$ cat src/rtl/serial_sub.sv
// serial_sub: bit-serial unsigned subtractor, LSB first, one full-subtractor cell with registered borrow.
// Optional add mode (port op) is enabled by defining SERIAL_SUB_ADD_MODE_EN.
module serial_sub #(
  parameter int WIDTH = 8
) (
  input  logic             clk,
  input  logic             rst_n,
`ifdef SERIAL_SUB_ADD_MODE_EN
  input  logic             op,
`endif
  input  logic             in_valid,
  output logic             in_ready,
  input  logic [WIDTH-1:0] a,
  input  logic [WIDTH-1:0] b,
  output logic             out_valid,
  input  logic             out_ready,
  output logic [WIDTH-1:0] diff,
  output logic             borrow,
  output logic             busy
);
  localparam int CW = $clog2(WIDTH);
  typedef enum logic [1:0] {IDLE, RUN, DONE} state_t;
  state_t           r_state, w_next;
  logic [WIDTH-1:0] r_a, r_b, r_res;
  logic [CW-1:0]    r_cnt;
  logic             r_br, w_d, w_br_next, w_sub_next, w_last;
  assign w_d        = r_a[0] ^ r_b[0] ^ r_br;
  assign w_sub_next = (~r_a[0] & r_b[0]) | (~(r_a[0] ^ r_b[0]) & r_br);
  assign w_last     = r_cnt == CW'(WIDTH - 1);
`ifdef SERIAL_SUB_ADD_MODE_EN
  logic r_op;
  assign w_br_next = r_op ? ((r_a[0] & r_b[0]) | ((r_a[0] ^ r_b[0]) & r_br)) : w_sub_next;
`else
  assign w_br_next = w_sub_next;
`endif
  assign in_ready  = r_state == IDLE;
  assign out_valid = r_state == DONE;
  assign busy      = r_state != IDLE;
  assign diff      = r_res;
  assign borrow    = r_br;
  always_comb begin
    w_next = r_state;
    case (r_state)
      IDLE:    w_next = in_valid ? RUN : IDLE;
      RUN:     w_next = w_last ? DONE : RUN;
      DONE:    w_next = out_ready ? IDLE : DONE;
      default: w_next = IDLE;
    endcase
  end
  always_ff @(posedge clk or negedge rst_n) begin
    if (!rst_n) begin
      r_state <= IDLE;
      r_a     <= '0;
      r_b     <= '0;
      r_res   <= '0;
      r_cnt   <= '0;
      r_br    <= 1'b0;
`ifdef SERIAL_SUB_ADD_MODE_EN
      r_op    <= 1'b0;
`endif
    end else begin
      r_state <= w_next;
      if (r_state == IDLE && in_valid) begin
        r_a   <= a;
        r_b   <= b;
        r_br  <= 1'b0;
        r_cnt <= '0;
`ifdef SERIAL_SUB_ADD_MODE_EN
        r_op  <= op;
`endif
      end else if (r_state == RUN) begin
        r_a   <= r_a >> 1;
        r_b   <= r_b >> 1;
        r_res <= {w_d, r_res[WIDTH-1:1]};
        r_br  <= w_br_next;
        r_cnt <= w_last ? r_cnt : r_cnt + CW'(1);
      end
    end
  end
endmodule

$ cat config.mk
export PLATFORM = sky130hd
export DESIGN_NAME = serial_sub
export DESIGN_NICKNAME = d
export VERILOG_FILES = /design/src/rtl/serial_sub.sv
export SDC_FILE = /design/constraint.sdc
export NUM_CORES = 1
export LEC_CHECK = 0
export BUFFER_PORTS_ARGS = -buffer_cell sky130_fd_sc_hd__buf_2
export CAP_MARGIN = 20
export CORE_MARGIN = 2
export CORE_UTILIZATION = 48
export CTS_CLUSTER_DIAMETER = 150
export CTS_CLUSTER_SIZE = 10
export DETAILED_ROUTE_END_ITERATION = 8
export MAX_ROUTING_LAYER = met4
export PLACE_DENSITY = 0.8
export SYNTH_ARGS = -nofsm -noshare
export SYNTH_HDL_FRONTEND = slang
export SYNTH_SLANG_ARGS = --single-unit
$ cat constraint.sdc
create_clock -name clk -period 1.7 [get_ports clk]
set_input_delay 0.34 -clock clk [delete_from_list [all_inputs] [get_ports clk]]
set_output_delay 0.34 -clock clk [all_outputs]
set_load 0.005 [all_outputs]
-- Word level (Yosys, flattened, before mapping)
Cells that the tools add are included.
- register bits after elaboration: 30
- input bits: 20
- output and inout port bits: 12
- logic and storage cells: 38
- $add $sub $neg: 1
- eq/ne operators: 4
- mux-type cells: 13
- bitwise gates (word level): 8
- reduce and logical (&&, ||, !) cells: 6
- operators with widths (kind ; number):
    8-bit 2-to-1 mux ; 4
    3-bit 2-to-1 mux ; 3
    2-bit one-hot mux with 3 select lines ; 1
    2-bit 2-to-1 mux ; 2
    2-bit AND reduction ; 2
    2-bit nonzero test ; 2
    3-bit by 1-bit adder with 3-bit output (second input constant) ; 1
    3-bit == test (second input constant) ; 1
    1-bit 2-to-1 mux ; 3
    1-bit inverter ; 3
    1-bit AND ; 2
    2-bit by 1-bit == test with 1-bit output (second input constant) ; 1
    2-bit == test (second input constant) ; 1
    2-bit logical NOT ; 1
    2-bit by 1-bit != test with 1-bit output (second input constant) ; 1
    1-bit bitwise XOR ; 2
    1-bit logical AND ; 1
    1-bit OR ; 1

-- Logic depth before layout (Yosys ltp)
Gate-level depths: netlist of run 1.
- depth in word-level cells: 6
- mapped depth: 4

-- Worst setup path after synthesis of run 1
Ideal clock, no wire load.
- kind: reg2reg
- start point: register r_cnt[0]
- end point: register r_cnt[1]
- library setup time: 0.090 ns
- arrival: 1.240 ns
- path slack: 0.370 ns
- cell stages (with the launch flop): 5
- path buffers: 0
- clock period less this slack: 1.330 ns
- cells stage by stage: dfrtp_1 -> ha_1 -> ha_1 -> or2_2 -> o221ai_1
- cells in the longest elaborated chain, start to end: 4
- elaborated cells between the ends (all ways): 7
- classes of those cells: add/sub (1); eq/ne (2); mux (3); reduce/logical (1)
- RTL lines (what ; RTL line ; RTL):
    from (decl) ; 25 ; logic [CW-1:0] r_cnt;
    from (signal assigned) ; 76 ; r_cnt <= w_last ? r_cnt : r_cnt + CW'(1);
    3-bit by 1-bit adder with 3-bit output ; 76 ;
    3-bit 2-to-1 mux ; 76 ;
    3-bit 2-to-1 mux ; 71 ; end else if (r_state == RUN) begin
    3-bit 2-to-1 mux ; 63 ; if (r_state == IDLE && in_valid) begin
Parallel ways exist; a longest one is shown, timed or not. The select of a mux whose other input is x is not followed.
A chain may end at the register's enable or synchronous reset.

-- Final worst setup path of run 1
- start point: register r_state[1]
- end point: output in_ready
- cells in the longest elaborated chain, start to end: 1
- RTL lines (what ; RTL line ; RTL):
    from (decl) ; 23 ; state_t r_state, w_next;
    from (signal assigned) ; 62 ; r_state <= w_next;
    2-bit logical NOT ; 36 ; assign in_ready = r_state == IDLE;
    to (decl) ; 12 ; output logic in_ready,
No other way between the ends.

==> flow_summary.json, run 1 <==
{
  "drt-pass1-iter-count": 5,
  "ys_seq_area_share_pct": 51.0,
  "crit_buf_inv": 2,
  "antenna_found_initial": 0,
  "gp_congestion": 0.809,
  "synth_fp_nets": 153,
  "finalPower_mw": 2.98,
  "outcome": "finished clean",
  "track_usage_pct": 18.7,
  "final_util_pct": 58.0,
  "yosysMostFrequentCell": "dfrtp_1",
  "numCtsBuffers": 5,
  "synth_seq_cells": 30,
  "cp_cell_sequence": "or2_4 > inv_4 > buf_2",
  "worst_slew_pin_slew_ns": 0.656,
  "drtIter0Drc": 51,
  "io_buffers": 31,
  "p_per_area_mw_per_mm2": 1720,
  "p_comb_share_pct": 44.4,
  "n_fill_cell": 258,
  "drt_wl_total_um": 2850,
  "avgSynthCellArea_um2": 11.3,
  "crit_path_end_kind": "primary output",
  "synth_compound_area_share_pct": 15.1,
  "maxSlewViolCount": 0,
  "drc_errors": 0,
  "grt_max_degree": 31,
  "finalHoldViolations": 0,
  "power.leakage_nw": 0.825,
  "viasPerCell": 5.66,
  "p_int_mw": 1.93,
  "die_h_um": 59.4,
  "yosysWarnings": 0,
  "synth-xor-area-share_pct": 0,
  "grt_setup_unrepaired": "no",
  "synth_edf_count": 0,
  "grt_pass1_vias": 1064,
  "setup_viol": 0,
  "ios": 32,
  "max_stage_delay_ns": 0.45,
  "synth-simple-area-share_pct": 16.3,
  "rows": 20,
  "gr-total-overflow": 0,
  "seq_power_share_pct": 41.8,
  "muxShareOfSynthArea_pct": 6.03,
  "coreArea_mm2": 0.00298,
  "clock_skew_ns": 0.00527,
  "insertion_delay_ns": 0.32,
  "synth_top_cell_by_area": "dfrtp_1",
  "startpoint_type": "flop",
  "crit_slowest_cell": "dfrtp_2",
  "hpwlAfterDp_um": 2080,
  "htreeDepth": 2,
  "critPathRequiredTime_ns": 1.36,
  "synth_top_family_by_area": "simple AND/OR/NAND/NOR gates",
  "crit_type": "flop to primary output",
  "layout-drive-gt1-share_pct": 37.2,
  "drtAntennaViolNets": 0,
  "async_flop_share_pct": 100,
  "ys.flop_type": "dfrtp_1",
  "clock-sinks": 30,
  "grt_pass1_wl_um": 4660,
  "netlist_area_mm2": 0.00147,
  "ir_drop_mv": 0.725,
  "cp.arrival_ns": 1.25,
  "clk_pin_slew_ns": 0.09,
  "n_antenna_cell": 0,
  "drv_cap": 0,
  "ys_top_cells_by_count": "dfrtp_1, inv_1, nor2b_1",
  "design_area_mm2": 0.00173,
  "max_freq_mhz": 628,
  "num_vias": 1116,
  "period_share_pct": 93.7,
  "power.switching_mw": 1.04,
  "path_delay_family": "flip-flops",
  "initial_core_util_pct": 49.5,
  "critical_path_peak_fanout": 8,
  "p_clk_share_pct": 13.7,
  "die-width_um": 59.4,
  "post-synth-top-area-fraction_pct": 51.0,
  "ctsRootBufferMaster": "clkbuf_4",
  "cts_buffer_depth": 2,
  "tns_ns": 0,
  "layout_min_cycle_time_ns": 1.59,
  "cts_hold_buf": 0,
  "synthTopCellsByArea": "dfrtp_1, mux2_2, a222oi_1",
  "layout-area-overhead-vs-synth_pct": 17.2,
  "synth_fa_ha_area_share_pct": 3.06,
  "swShare_pct": 35.1,
  "nets": 188,
  "relSlewSlack_pct": 56.2,
  "synth_cell_type_count": 29,
  "cts_tree": "done",
  "dieArea_mm2": 0.00353,
  "hold_class": "primary input to asynchronous set/reset pin",
  "placed_area_mm2": 0.00165,
  "syn_inst": 130,
  "wl_per_cell_um": 14.5
}
[final timing paths]
path | slack (ns) | endpoint | startpoint | cells past startpoint
worst max-delay path | 0.11 | in_ready | r_state[1] | 3
worst min-delay path | 0.04 | diff[0] | rst_n | 1
worst max register to register | 0.21 | r_a[2] | r_state[1] | 5
worst min register to register | 0.50 | r_a[7] | r_a[7] | 2
max in group asynchronous | 1.21 | r_state[0] | rst_n | 1
min in group clk | 0.30 | r_state[1] | out_ready | 3
[worst register-to-register path, delay by kind of cell, from the launching register on]
family | cells | cell delay (ns)
buf+inv | 3 | 0.51
flops | 1 | 0.45
compound gates | 2 | 0.41
[cell type report]
cell class / instances / area (um^2) / area share (%)
clock buffer: 6 / 51.3 / 2.97
inverter: 19 / 73.8 / 4.28
multi-input combinational: 71 / 599 / 34.7
sequential: 30 / 753 / 43.6
tap: 33 / 41.3 / 2.39
timing repair buffer: 38 / 208 / 12.0
[registers in the layout (all words and copies together), names as in the netlist]
register,flops
diff,8
r_a,8
r_b,8
r_cnt,3
r_state,2
borrow,1
[placed cells by master, fill, tap and decap left out, types with 2 or more instances in the layout]
| cell type | n |
|---|---|
| nor4b_1 | 4 |
| buf_2 | 31 |
| inv_1 | 18 |
| mux2_2 | 7 |
| nand2_1 | 4 |
| o221a_2 | 3 |
| a211oi_1 | 3 |
| buf_4 | 7 |
| ha_1 | 2 |
| nand3b_1 | 2 |
| o221ai_1 | 5 |
| dfrtp_1 | 28 |
| a22o_1 | 2 |
| nor3b_1 | 4 |
| nor2b_1 | 9 |
| nand2b_1 | 4 |
| clkbuf_4 | 5 |
| or4b_1 | 3 |
| dfrtp_2 | 2 |
| nand3_1 | 3 |
| a222oi_1 | 7 |
[power by group through the flow]
stage | Clock [mW] | Combinational (mW) | Sequential (mW)
floorplan | 0 | 0.936 | 1.22
global placement | 0 | 1.18 | 1.27
detailed placement | 0 | 1.25 | 1.29
CTS | 0.423 | 1.32 | 1.25
global route | 0.445 | 1.49 | 1.29
finish | 0.408 | 1.32 | 1.25
[cells by family (layout without fill, tap and decap cells)]
group / after synthesis / after routing
compound gates: 24 / 24
fa+ha+maj: 3 / 3
buf+inv: 29 / 63
flops: 30 / 30
mux: 8 / 8
simple gates: 36 / 36
[per-layer routing]
metal,track usage (%),share of wire [%],up-vias
li1,-,-,533
met1,22.4,43,543
met2,28.3,51,36
met3,5.90,5.7,4
met4,9.42,0.91,0
met5,-,0,-
[stage by stage]
step | hold slack, ns | setup WS [ns] | std cells
5_1_grt | 0.0703 | 0.0577 | 197
2_1_floorplan | 0.0444 | 0.370 | 130
3_5_place_dp | 0.412 | 0.239 | 188
6_report | 0.0351 | 0.107 | 197
3_3_place_gp | 0.396 | 0.279 | 188
4_1_cts | 0.0491 | 0.0145 | 196
[timing repair]
item                       CTS  global route
setup endpoints to repair    2             1
pin swaps                    0             0
setup buffers                2             1
gates resized for setup      3             1
Note: power is estimated with default switching activity, not from simulation.
==> run 2, diff against run 1 <==
--- a/config.mk
+++ b/config.mk
@@ -12,3 +12,3 @@
 export CTS_CLUSTER_DIAMETER = 150
-export CTS_CLUSTER_SIZE = 10
+export CTS_CLUSTER_SIZE = 16
 export DETAILED_ROUTE_END_ITERATION = 8
==> constraint.sdc (replaced) <==
create_clock -name clk -period 1.7 [get_ports clk]
set_input_delay 0.51 -clock clk [delete_from_list [all_inputs] [get_ports clk]]
set_output_delay 0.51 -clock clk [all_outputs]
set_load 0.005 [all_outputs]
==> run 2 against run 1 <==
Compared with the run above:
- combinational power is 4% higher
- utilization up 1.5 points
- hold slack better by 0.15 ns
- wire length increased by 5.2%
- non-clock buffer count grew 3
- final cell count is 2.5% higher
- die area unchanged
- clock skew hardly changed
- register-to-register slack is essentially flat
- critical path depth stayed put
- largest cell class unchanged
- largest power group unchanged
==> flow_summary.json, run 2 (synthesis results as in run 1) <==
{
  "ios": 32,
  "layout_min_cycle_time_ns": 1.66,
  "n_antenna_cell": 0,
  "drv_cap": 0,
  "initial_core_util_pct": 49.5,
  "crit-reg2reg-launch": "r_state[1]",
  "finalHoldViolations": 0,
  "layout-area-overhead-vs-synth_pct": 20.2,
  "maxSlewViolCount": 0,
  "worstReg2RegEnd": "diff[5]",
  "cp.arrival_ns": 1.15,
  "htreeDepth": 2,
  "dieArea_mm2": 0.00353,
  "num_vias": 1132,
  "grt_pass1_vias": 1106,
  "viasPerCell": 5.60,
  "relSlewSlack_pct": 57.2,
  "p_clk_share_pct": 14.6,
  "hold_class": "primary input to asynchronous set/reset pin",
  "grt_max_degree": 31,
  "crit_path_end_kind": "primary output",
  "finalPower_mw": 3.06,
  "seq_power_share_pct": 40.8,
  "drtIter0Drc": 53,
  "startpoint_type": "flop",
  "wl_per_cell_um": 14.9,
  "cts_tree": "done",
  "track_usage_pct": 19.8,
  "clock-sinks": 30,
  "cp_cell_sequence": "or2_4 > inv_2 > buf_6",
  "crit_slowest_cell": "dfrtp_1",
  "power.switching_mw": 1.09,
  "io_buffers": 31,
  "max_stage_delay_ns": 0.42,
  "grt_pass1_wl_um": 4840,
  "placed_area_mm2": 0.00168,
  "setup_viol": 0,
  "max_freq_mhz": 603,
  "hpwlAfterDp_um": 2120,
  "coreArea_mm2": 0.00298,
  "critPathCapture": "in_ready",
  "ff2ff_path_depth": 4,
  "numCtsBuffers": 5,
  "insertion_delay_ns": 0.34,
  "grt_setup_unrepaired": "yes",
  "worst_slew_pin_slew_ns": 0.642,
  "ir_drop_mv": 0.598,
  "critPathRequiredTime_ns": 1.19,
  "antenna_found_initial": 0,
  "ctsRootBufferMaster": "clkbuf_4",
  "design_area_mm2": 0.00177,
  "drtAntennaViolNets": 0,
  "cts_buffer_depth": 2,
  "drc_errors": 0,
  "p_int_mw": 1.98,
  "layout-drive-gt1-share_pct": 37.9,
  "period_share_pct": 97.6,
  "gp_congestion": 0.737,
  "dp_cells": 192,
  "clock_skew_ns": 0.00565,
  "nets": 191,
  "r2r_slack_ns": 0.20,
  "die-width_um": 59.4,
  "layout_common_cells": "dfrtp_1, buf_2, inv_1",
  "drt_wl_total_um": 3000,
  "power.leakage_nw": 0.849,
  "critical_path_peak_fanout": 3,
  "fin_cells": 202,
  "clk_pin_slew_ns": 0.09,
  "crit_start": "r_state[1]",
  "rows": 20,
  "die_h_um": 59.4,
  "crit_type": "flop to primary output",
  "p_per_area_mw_per_mm2": 1730,
  "drt-pass1-iter-count": 5,
  "gr-total-overflow": 0,
  "p_comb_share_pct": 44.6,
  "swShare_pct": 35.6,
  "outcome": "finished clean"
}
==> run 2: stage by stage <==
stage	hold WS (ns)	util (%)	worst slack (ns)	TNS, ns
floorplan	0.214	-	0.302	0
global placement	0.478	56.3	0.301	0
detailed placement	0.489	56.3	0.248	0
CTS	0.205	58.6	0.00697	0
global route	0.229	59.5	-0.0172	-0.0318
finish	0.188	59.5	0.0405	0
==> run 2: layer usage <==
| metal | share of wire (%) | global-route usage, % | wire (um) | vias to the layer above |
|---|---|---|---|---|
| met3 | 5.3 | 7.64 | 159 | 7 |
| met2 | 48 | 28.6 | 1450 | 29 |
| met1 | 44 | 23.9 | 1330 | 554 |
| met5 | 0 | - | 0 | - |
| met4 | 1.8 | 10.7 | 55 | 0 |
| li1 | - | - | - | 542 |
==> run 2: what timing repair did <==
| item | 4_1_cts | 5_1_grt |
|---|---|---|
| resized for setup | 3 | 2 |
| hold buffers | 0 | 0 |
| setup buffers | 0 | 2 |
| gates cloned | 0 | 0 |
| pin swaps | 0 | 1 |
| endpoints found under the setup margin | 3 | 3 |
==> run 2: critical path, delay by kind of cell (launching register included) <==
family | cells | cell delay, ns
buffers and inverters | 2 | 0.16
DFF | 1 | 0.42
and+or+nand+nor | 1 | 0.24
==> run 2: worst min-delay path by stage <==
stage,slack [ns],to,startpoint
floorplan,0.21,borrow,rst_n
global placement,0.48,r_a[7],r_a[7]
detailed placement,0.49,diff[0],diff[0]
CTS,0.20,r_cnt[2],rst_n
global route,0.23,r_state[0],rst_n
finish,0.19,r_cnt[2],rst_n
==> run 2: cell type report <==
| cell class | instances | area [um^2] |
|---|---|---|
| multi-input cells | 71 | 607 |
| repair buffers | 41 | 240 |
| flip-flops and latches | 30 | 751 |
| clock inverters | 1 | 5.00 |
| fillers | 262 | 1210 |
| clock buffers | 7 | 55.1 |
| well taps | 33 | 41.3 |
| inverters | 19 | 71.3 |
==> run 2: power groups by stage <==
| stage | logic [mW] | clock network [mW] | registers, mW |
|---|---|---|---|
| floorplan | 0.936 | 0 | 1.22 |
| global placement | 1.26 | 0 | 1.23 |
| detailed placement | 1.33 | 0 | 1.26 |
| CTS | 1.34 | 0.453 | 1.25 |
| global route | 1.52 | 0.487 | 1.29 |
| finish | 1.37 | 0.448 | 1.25 |
